### src/rtl/mem_stage_pkg.sv
// mem_stage_pkg: shared widths, stall constants and bus layouts for the
// memory-access stage. Struct field order matches the bit layout of the
// EX->MEM, MEM->WB and MEM->RF buses (first field = MSBs).
package mem_stage_pkg;
  localparam int EX_TO_MEM_WD  = 151;
  localparam int MEM_TO_WB_WD  = 136;
  localparam int MEM_TO_RF_WD  = 104;
  localparam int HILO_WD       = 66;
  localparam int STALL_BUS     = 6;

  // Stall vector bit positions and levels
  localparam int   STALL_EX_MEM = 3;
  localparam int   STALL_MEM_WB = 4;
  localparam logic STOP         = 1'b1;
  localparam logic NO_STOP      = 1'b0;

  // mem_op, MSB first
  typedef struct packed {
    logic lb, lbu, lh, lhu, lw, sb, sh, sw;
  } mem_op_t;

  typedef struct packed {
    mem_op_t              mem_op;
    logic [HILO_WD-1:0]   hilo_bus;
    logic [31:0]          pc;
    logic                 ram_en;
    logic                 ram_wen;
    logic [3:0]           ram_sel;
    logic                 sel_rf_res;
    logic                 rf_we;
    logic [4:0]           rf_waddr;
    logic [31:0]          ex_result;
  } ex_to_mem_t;

  typedef struct packed {
    logic [HILO_WD-1:0]   hilo_bus;
    logic [31:0]          pc;
    logic                 rf_we;
    logic [4:0]           rf_waddr;
    logic [31:0]          rf_wdata;
  } mem_to_wb_t;

  typedef struct packed {
    logic [HILO_WD-1:0]   hilo_bus;
    logic                 rf_we;
    logic [4:0]           rf_waddr;
    logic [31:0]          rf_wdata;
  } mem_to_rf_t;

  function automatic logic is_load(mem_op_t op);
    return op.lb | op.lbu | op.lh | op.lhu | op.lw;
  endfunction
endpackage

### src/rtl/mem_stage_if.sv
// mem_stage_if: pipeline-facing signals of the memory stage.
//   stall           global stall vector (bit 3 EX->MEM, bit 4 MEM->WB)
//   ex_to_mem_bus   registered into the stage
//   data_sram_rdata SRAM read data, one cycle after the EX request
//   mem_to_wb_bus   to writeback
//   mem_to_rf_bus   bypass to ID
// master drives the stage inputs; slave is the stage itself.
interface mem_stage_if;
  import mem_stage_pkg::*;

  logic [STALL_BUS-1:0] stall;
  ex_to_mem_t           ex_to_mem_bus;
  logic [31:0]          data_sram_rdata;
  mem_to_wb_t           mem_to_wb_bus;
  mem_to_rf_t           mem_to_rf_bus;

  modport master (
    output stall, ex_to_mem_bus, data_sram_rdata,
    input  mem_to_wb_bus, mem_to_rf_bus
  );

  modport slave (
    input  stall, ex_to_mem_bus, data_sram_rdata,
    output mem_to_wb_bus, mem_to_rf_bus
  );
endinterface

### src/rtl/mem_stage_load_align.sv
// load_align: combinational load data alignment and extension.
//   mem_op      {lb, lbu, lh, lhu, lw}
//   addr        low two address bits
//   rdata       raw 32-bit word
//   load_result aligned, sign/zero-extended value (0 for non-loads)
module load_align (
  input  logic [4:0]  mem_op,
  input  logic [1:0]  addr,
  input  logic [31:0] rdata,
  output logic [31:0] load_result
);
  logic [7:0]  byte_v;
  logic [15:0] half_v;

  always_comb begin
    byte_v      = rdata[{addr, 3'b000} +: 8];
    // halfword select ignores addr[0]; misalignment is not trapped here
    half_v      = addr[1] ? rdata[31:16] : rdata[15:0];
    load_result = '0;
    if (mem_op[4])      load_result = {{24{byte_v[7]}}, byte_v};
    else if (mem_op[3]) load_result = {24'b0, byte_v};
    else if (mem_op[2]) load_result = {{16{half_v[15]}}, half_v};
    else if (mem_op[1]) load_result = {16'b0, half_v};
    else if (mem_op[0]) load_result = rdata;
  end
endmodule

### src/rtl/mem_stage.sv
// mem_stage: memory-access pipeline stage.
//   clk  rising-edge clock
//   rst  async active-high reset
//   mif  stage bus (stall, EX->MEM in, SRAM rdata in, WB/RF buses out)
// Registers the EX->MEM bus, keeps SRAM read data in a one-entry hold
// buffer while MEM->WB is stalled, and builds the writeback/bypass buses.
module mem_stage
  import mem_stage_pkg::*;
(
  input  logic       clk,
  input  logic       rst,
  mem_stage_if.slave mif
);
  ex_to_mem_t  bus_r;
  logic        hold_valid;
  logic [31:0] hold_data;
  logic [31:0] rdata;
  logic [31:0] load_result;
  logic [31:0] rf_wdata;
  logic [7:0]  op_v;
  logic        s_exm, s_mwb;
  logic        bubble, advance;

  assign s_exm   = mif.stall[STALL_EX_MEM];
  assign s_mwb   = mif.stall[STALL_MEM_WB];
  // bus_r takes either a new instruction or a bubble
  assign bubble  = (s_exm == STOP) && (s_mwb == NO_STOP);
  assign advance = (s_exm == NO_STOP) || bubble;

  always_ff @(posedge clk or posedge rst) begin
    if (rst)                 bus_r <= '0;
    else if (bubble)         bus_r <= '0;
    else if (s_exm == NO_STOP) bus_r <= mif.ex_to_mem_bus;
  end

  // SRAM data is only valid the cycle after the request, so a load that
  // cannot leave MEM keeps its first returned word here. Advance wins
  // over capture so a departing load never leaves stale data behind.
  always_ff @(posedge clk or posedge rst) begin
    if (rst) begin
      hold_valid <= 1'b0;
      hold_data  <= '0;
    end else if (advance) begin
      hold_valid <= 1'b0;
    end else if (is_load(bus_r.mem_op) && !hold_valid && s_mwb == STOP) begin
      hold_valid <= 1'b1;
      hold_data  <= mif.data_sram_rdata;
    end
  end

  assign rdata = hold_valid ? hold_data : mif.data_sram_rdata;
  assign op_v  = bus_r.mem_op;

  load_align u_align (
    .mem_op      (op_v[7:3]),
    .addr        (bus_r.ex_result[1:0]),
    .rdata       (rdata),
    .load_result (load_result)
  );

  assign rf_wdata = bus_r.sel_rf_res ? load_result : bus_r.ex_result;

  assign mif.mem_to_wb_bus = '{hilo_bus: bus_r.hilo_bus, pc: bus_r.pc,
                               rf_we: bus_r.rf_we, rf_waddr: bus_r.rf_waddr,
                               rf_wdata: rf_wdata};
  assign mif.mem_to_rf_bus = '{hilo_bus: bus_r.hilo_bus, rf_we: bus_r.rf_we,
                               rf_waddr: bus_r.rf_waddr, rf_wdata: rf_wdata};

  // store-side controls and other stall bits are consumed elsewhere
  logic unused_ok;
  assign unused_ok = ^{mif.stall[2:0], mif.stall[5], bus_r.ram_en,
                       bus_r.ram_wen, bus_r.ram_sel, op_v[2:0]};
endmodule

### src/flat_wrapper.sv
// flat-port wrapper written by rule: the top's interface ports become plain ports
module mem_stage_flat import mem_stage_pkg::*;
  (clk, rst, mif_stall, mif_ex_to_mem_bus, mif_data_sram_rdata, mif_mem_to_wb_bus, mif_mem_to_rf_bus);
  mem_stage_if mif_i ();
  input  logic clk;
  input  logic rst;
  input wire logic [$bits(mif_i.stall)-1:0] mif_stall;
  input wire logic [$bits(mif_i.ex_to_mem_bus)-1:0] mif_ex_to_mem_bus;
  input wire logic [$bits(mif_i.data_sram_rdata)-1:0] mif_data_sram_rdata;
  output wire logic [$bits(mif_i.mem_to_wb_bus)-1:0] mif_mem_to_wb_bus;
  output wire logic [$bits(mif_i.mem_to_rf_bus)-1:0] mif_mem_to_rf_bus;
  assign mif_i.stall = mif_stall;
  assign mif_i.ex_to_mem_bus = mif_ex_to_mem_bus;
  assign mif_i.data_sram_rdata = mif_data_sram_rdata;
  assign mif_mem_to_wb_bus = mif_i.mem_to_wb_bus;
  assign mif_mem_to_rf_bus = mif_i.mem_to_rf_bus;
  mem_stage u_core (.clk(clk), .rst(rst), .mif(mif_i));
endmodule
### config.mk
export PLATFORM = sky130hd
export DESIGN_NAME = mem_stage_flat
export DESIGN_NICKNAME = d
export VERILOG_FILES = /design/src/rtl/mem_stage_pkg.sv /design/src/rtl/mem_stage_if.sv /design/src/rtl/mem_stage_load_align.sv /design/src/rtl/mem_stage.sv /design/src/flat_wrapper.sv
export SDC_FILE = /design/constraint.sdc
export NUM_CORES = 1
export LEC_CHECK = 0
export CAP_MARGIN = 20
export CORE_AREA = 2 2 166 168
export CTS_BUF_LIST = sky130_fd_sc_hd__clkbuf_4
export DETAILED_ROUTE_END_ITERATION = 6
export DIE_AREA = 0 0 168 170
export HOLD_SLACK_MARGIN = 0.15
export PLACE_DENSITY = 0.75
export SLEW_MARGIN = 20
export SYNTH_ARGS = -nofsm -noshare
export SYNTH_HDL_FRONTEND = slang
export SYNTH_SLANG_ARGS = --single-unit
export TNS_END_PERCENT = 10
### constraint.sdc
create_clock -name clk -period 8.57 [get_ports clk]
set_input_delay 2.571 -clock clk [delete_from_list [all_inputs] [get_ports clk]]
set_output_delay 2.571 -clock clk [all_outputs]
set_load 0.02 [all_outputs]
==> run_results.csv, run 1 <==
group,metric,value,unit
drt,drt-initial-drc-count,442,
die,placementRows,60,
placed_design,gp_congestion,0.872,
worst_hold_path,min_path_type,"flip-flop to flip-flop",
clocking,cts_buffers,17,
placed_design,place_area,12700,µm²
clocking,cts_sinks,175,
die,io_pins,431,
timing,hold_viol,0,
timing,rsz0062_at_grt,"no",
timing,fin_crit_sh,89.5,%
timing,totalNegativeSetupSlack,0,ns
cells_and_area,multi_input_area,3090,µm²
cells_and_area,nNetsFinal,1470,
clocking,clk_pin_slew_worst_paths,0.16,ns
placed_design,dp_hpwl,21.5,mm
power,p_per_area,166,nW/µm²
timing,setup_violations,0,
die,dieArea,28600,µm²
outcome,status,"completed",
worst_setup_path,reg2reg_setup_slack,6.09,ns
placed_design,port_buffers,417,
worst_setup_path,endpoint_kind,"output port",
drt,vias,7734,
power,ir_drop,0.0817,mV
synthesis,synth_cells,1109,
worst_hold_path,min_path_cells,2,
die,initial_utilization,37.1,%
drt,postRouteAntennaNets,0,
global_route,grt_pass1_wl,43.5,mm
timing,finClkSkew,0.0314,ns
synthesis,synth_cell_types,44,
synthesis,ys_seq_elements,175,
timing,drv_slew,0,
drt,first_pass_iters,5,
timing,tightest_slew,1.05,ns
global_route,grt_max_degree,123,
synthesis,synth_ff_type,"dfrtp_1",
cells_and_area,syn_to_final_growth,31.6,%
clocking,cts_hold_buffers,0,
cells_and_area,layout_commonest_cell,"clkdlybuf4s50_1",
cells_and_area,final_cell_mix,"clkdlybuf4s50_1, dfrtp_1, o21ai_0",
worst_hold_path,min_to,"u_core.bus_r[31]",
worst_setup_path,r2r_cells,4,
global_route,gr-total-overflow,0,
cells_and_area,fin_area,13000,µm²
job,cap_violations,0,
drt,drt-vias-per-instance,4.73,
clocking,post_cts_resized,0,
worst_setup_path,required,6.00,ns
timing,max_freq,0.130,GHz
cells_and_area,drive_above_1_share,7.43,%
global_route,antenna_found_initial,3,
die,die_x,168,µm
worst_setup_path,cp-startpoint,"mif_data_sram_rdata[31]",
clocking,cts_root_buf,"clkbuf_4",
cells_and_area,final-seq-area,4380,µm²
global_route,grt_pass1_vias,7617,
synthesis,yosys_warnings,0,
worst_setup_path,reg2reg_from,"u_core.bus_r[148]",
synthesis,ys_seq_area_share,44.2,%
synthesis,synth_nets,1300,
clocking,clk_latency,0.56,ns
worst_setup_path,cp.arrival,5.10,ns
clocking,post-cts-setup-buffer-count,0,
die,coreArea,26700,µm²
worst_hold_path,worstHoldStart,"u_core.bus_r[31]",
worst_setup_path,worst_setup_path_start_kind,"input pin",
timing,fin_crit,7.67,ns
synthesis,synth_area,9900,µm²
synthesis,syn_avg_cell_area,8.93,µm²
global_route,grt_use_total,19.8,%
synthesis,async_flop_share,100,%
power,p_leak,0.00574,µW
timing,max-slew-margin-rel,30.2,%
clocking,h-tree-depth,4,
worst_setup_path,worstPathMaxFanout,24,
drt,drc,0,
synthesis,synth_enable_flop_cells,0,
cells_and_area,fillerInstances,2489,
drt,wirelength,28.7,mm
die,dieHeight,170,µm
worst_setup_path,worstSetupPathType,"input pin to output port",
worst_setup_path,rr_endpoint,"u_core.hold_data[9]",
clocking,clockBufferDepth,2,
clocking,cts_tree,"done",
drt,wl_per_cell,17.6,µm
## cells in the mapped netlist (all sizes together), types with 4 or more instances
cell     instances  area (µm²)
inv            156         586
o2bb2ai          4        35.0
mux4             5         113
buf            222        1660
a21oi           13        65.1
o21ai          165         826
dfrtp          175        4380
mux2i           38         380
mux2            36         409
clkbuf          50         188
nor2            17        63.8
nand2           85         319
o221ai          10         125
nand3          105         543
## worst max path at each step
stage                     slack [ns]  cells after the start              endpoint
after global routing            0.80                      6  mif_mem_to_rf_bus[8]
after floorplan                 1.25                      1       u_core.bus_r[0]
after global placement          0.93                      6  mif_mem_to_rf_bus[8]
after detailed placement        0.92                      6  mif_mem_to_rf_bus[8]
after CTS                       0.91                      6  mif_mem_to_rf_bus[8]
final                           0.90                      6  mif_mem_to_rf_bus[8]
## area by class of cell
cell class | instances | share of cell area, %
Sequential cell | 175 | 33.6
Timing Repair Buffer | 423 | 32.4
Multi-Input combinational cell | 505 | 23.7
Inverter | 157 | 4.56
Tap cell | 341 | 3.28
Clock inverter | 15 | 1.46
Clock buffer | 17 | 0.980
Antenna cell | 2 | 0.0384
## through the flow
step	utilization, %	power [µW]	hold WS [ns]	setup slack [ns]	std cells
global placement	47.7	1640	0.463	0.935	1601
global route	48.9	2280	0.533	0.795	1634
detailed placement	47.7	1650	0.473	0.922	1601
finish	48.9	2160	0.503	0.897	1635
CTS	48.9	2190	0.508	0.913	1633
floorplan	-	1410	0.450	1.25	1109
## sequential cells by signal (all words and copies together) (netlist names)
signal and flops:
u_core.bus_r 38, u_core.hold_data 32, u_core.hold_valid 1, u_core.mif.mem_to_rf_bus 72, u_core.mif.mem_to_wb_bus 32
## power by group
part           leakage, µW  total [µW]  internal [µW]  switching, µW
sequential         0.00218         977            908           69.1
combinational      0.00339         655            325            329
clock             0.000174         531            190            341
## critical path, cell delays in order
cell and delay [ns]:
clkdlybuf4s50_1 0.49, mux4_2 0.58, mux2_4 0.31, nand3_4 0.28, o221ai_1 0.26, clkdlybuf4s50_1 0.61
## layer usage
layer | wire length [µm] | GRT usage [%] | share of wire (%)
met3 | 2400 | 7.19 | 8.4
met4 | 511 | 5.67 | 1.8
met1 | 11700 | 23.8 | 41
met2 | 14100 | 33.5 | 49
met5 | 27 | 0 | 0.094
## kinds of logic after synthesis
| kind of cell | Yosys count | synth area share [%] |
|---|---|---|
| flops | 175 | 44.2 |
| buf+inv | 429 | 24.6 |
| simple gates | 223 | 10.5 |
| compound gates | 203 | 11.6 |
| mux | 79 | 9.11 |
Power figures use the tool's default switching activity.
==> inputs of run 2 (changes only) <==
- CELL_PAD_IN_SITES_DETAIL_PLACEMENT: unset -> 1
- CELL_PAD_IN_SITES_GLOBAL_PLACEMENT: unset -> 1
- CORE_AREA: 2 2 166 168 -> unset
- CORE_UTILIZATION: unset -> 32
- DIE_AREA: 0 0 168 170 -> unset
- PLACE_DENSITY: 0.75 -> 0.87
- SETUP_SLACK_MARGIN: unset -> 0.02
==> run_results.csv, run 2 (synthesis results as in run 1) <==
group,metric,value,unit
drt,drt-vias-per-instance,4.69,
cells_and_area,multi_input_area,3090,µm²
worst_setup_path,r2r_cells,4,
worst_hold_path,min_to,"u_core.mif.mem_to_wb_bus[69]",
drt,drt-initial-drc-count,411,
placed_design,dp_hpwl,23.3,mm
job,cap_violations,0,
drt,wl_met1,12.1,mm
drt,drc,0,
cells_and_area,final-seq-area,4380,µm²
drt,wl_met2,16.1,mm
timing,tightest_slew,1.02,ns
worst_hold_path,min_path_cells,2,
global_route,grt_use_total,19.3,%
clocking,post-cts-setup-buffer-count,0,
timing,max_freq,0.132,GHz
cells_and_area,syn_to_final_growth,32.1,%
timing,totalNegativeSetupSlack,0,ns
drt,wl_per_cell,18.4,µm
drt,wl_met3,2.22,mm
worst_setup_path,reg2reg_setup_slack,5.93,ns
clocking,cts_tree,"done",
worst_setup_path,crit_buf_inv,2,
global_route,grt_pass1_wl,46.1,mm
outcome,status,"completed",
drt,postRouteAntennaNets,0,
clocking,cts_root_buf,"clkbuf_4",
worst_setup_path,required,6.00,ns
timing,fin_crit_sh,88.6,%
worst_setup_path,worstSetupPathType,"input pin to output port",
timing,rsz0062_at_grt,"no",
placed_design,port_buffers,417,
drt,vias,7908,
worst_setup_path,slowest_delay,0.60,ns
worst_setup_path,reg2reg_from,"u_core.bus_r[148]",
worst_setup_path,cp-startpoint,"mif_data_sram_rdata[7]",
cells_and_area,layout_commonest_cell,"clkdlybuf4s50_1",
die,placementRows,64,
timing,max-slew-margin-rel,32.2,%
die,die_x,178,µm
die,dieArea,31600,µm²
global_route,grt_max_degree,117,
power,p_leak,0.00572,µW
die,coreArea,30500,µm²
worst_setup_path,worstPathMaxFanout,24,
placed_design,gp_congestion,0.829,
power,finalPower,2170,µW
clocking,clk_latency,0.58,ns
cells_and_area,largest_reg_flops,72,
timing,finClkSkew,0.0294,ns
timing,hold_viol,0,
placed_design,place_area,12800,µm²
worst_setup_path,crit_family,"buffers and inverters",
global_route,gr-total-overflow,0,
drt,topRoutingLayerUsed,"met5",
timing,setup_violations,0,
cells_and_area,final_cell_mix,"clkdlybuf4s50_1, dfrtp_1, o21ai_0",
clocking,clockBufferDepth,2,
cells_and_area,fillerInstances,3489,
worst_setup_path,rr_endpoint,"u_core.hold_data[9]",
cells_and_area,nNetsFinal,1470,
die,initial_utilization,32.4,%
drt,first_pass_iters,5,
power,ir_drop,0.0791,mV
cells_and_area,drive_above_1_share,7.07,%
placed_design,dp.cells,1656,
worst_setup_path,path_common_cell,"clkdlybuf4s50_1",
clocking,cts_sinks,175,
global_route,antenna_found_initial,5,
clocking,post_cts_resized,0,
cells_and_area,layoutNonFillerInstCount,1687,
clocking,cts_buffers,17,
power,p_per_area,166,nW/µm²
timing,drv_slew,0,
worst_setup_path,cpMaxStageDelayCell,"clkdlybuf4s50_1",
cells_and_area,fin_area,13100,µm²
die,io_pins,431,
worst_setup_path,endpoint_kind,"output port",
timing,fin_crit,7.59,ns
clocking,clk_pin_slew_worst_paths,0.13,ns
global_route,grt_pass1_vias,8276,
die,dieHeight,178,µm
worst_setup_path,path_cells,"clkdlybuf4s50_1 > mux4_2 > mux2_4 > nand3_4 > o221ai_1 > clkdlybuf4s50_1",
worst_setup_path,cp.arrival,5.02,ns
worst_hold_path,min_path_type,"flip-flop to flip-flop",
worst_hold_path,worstHoldStart,"u_core.mif.mem_to_wb_bus[69]",
clocking,h-tree-depth,4,
clocking,cts_hold_buffers,0,
drt,wirelength,31.0,mm
worst_setup_path,worst_setup_path_start_kind,"input pin",
-- run 2: cell count changes in the layout (fill, tap and decap cells not counted) --
cell        before  now
clkinv_4         2    1
clkinvlp_4       0    3
clkinv_1         1    2
buf_2            1    0
clkinv_8         1    0
buf_4            6    7
inv_8            5    0
bufinv_16        2    4
inv_6            5    2
diode_2          2    3
-- run 2: how the worst max path moves through the flow --
stage / cells after the start / end
detailed placement: 6 / mif_mem_to_rf_bus[8]
floorplan: 1 / u_core.bus_r[0]
global placement: 6 / mif_mem_to_rf_bus[10]
global route: 6 / mif_mem_to_rf_bus[10]
finish: 6 / mif_mem_to_rf_bus[8]
CTS: 6 / mif_mem_to_rf_bus[8]
-- run 2: tightest hold or removal path: stages, from the launching register on --
cell,delay (ns)
dfrtp_1,0.37
nand2_1,0.05
o21ai_0,0.06
-- run 2: metal layers --
metal,vias to the layer above,track usage [%]
met2,295,34.6
met3,36,5.70
met4,4,5.66
met5,-,0
met1,3863,21.9
li1,3710,-
-- run 2: power breakdown --
part           switching, µW  total (µW)  internal (µW)
Combinational            336         662            326
Sequential              70.1         978            908
Clock                    306         531            225
-- run 2: final cells by class --
cell class	instances	area share, %
flip-flops and latches	175	33.5
well taps	396	3.79
diodes	3	0.0574
repair buffers	423	32.2
multi-input cells	505	23.6
inverters	157	4.54
clock buffers	17	0.976
clock inverters	11	1.29
-- run 2: per-stage QoR --
step	util, %	hold slack (ns)	setup WS, ns
finish	42.9	0.502	0.978
global route	42.9	0.549	0.903
CTS	42.8	0.512	0.985
detailed placement	41.9	0.480	0.982
global placement	41.9	0.464	1.01
floorplan	-	0.450	1.25
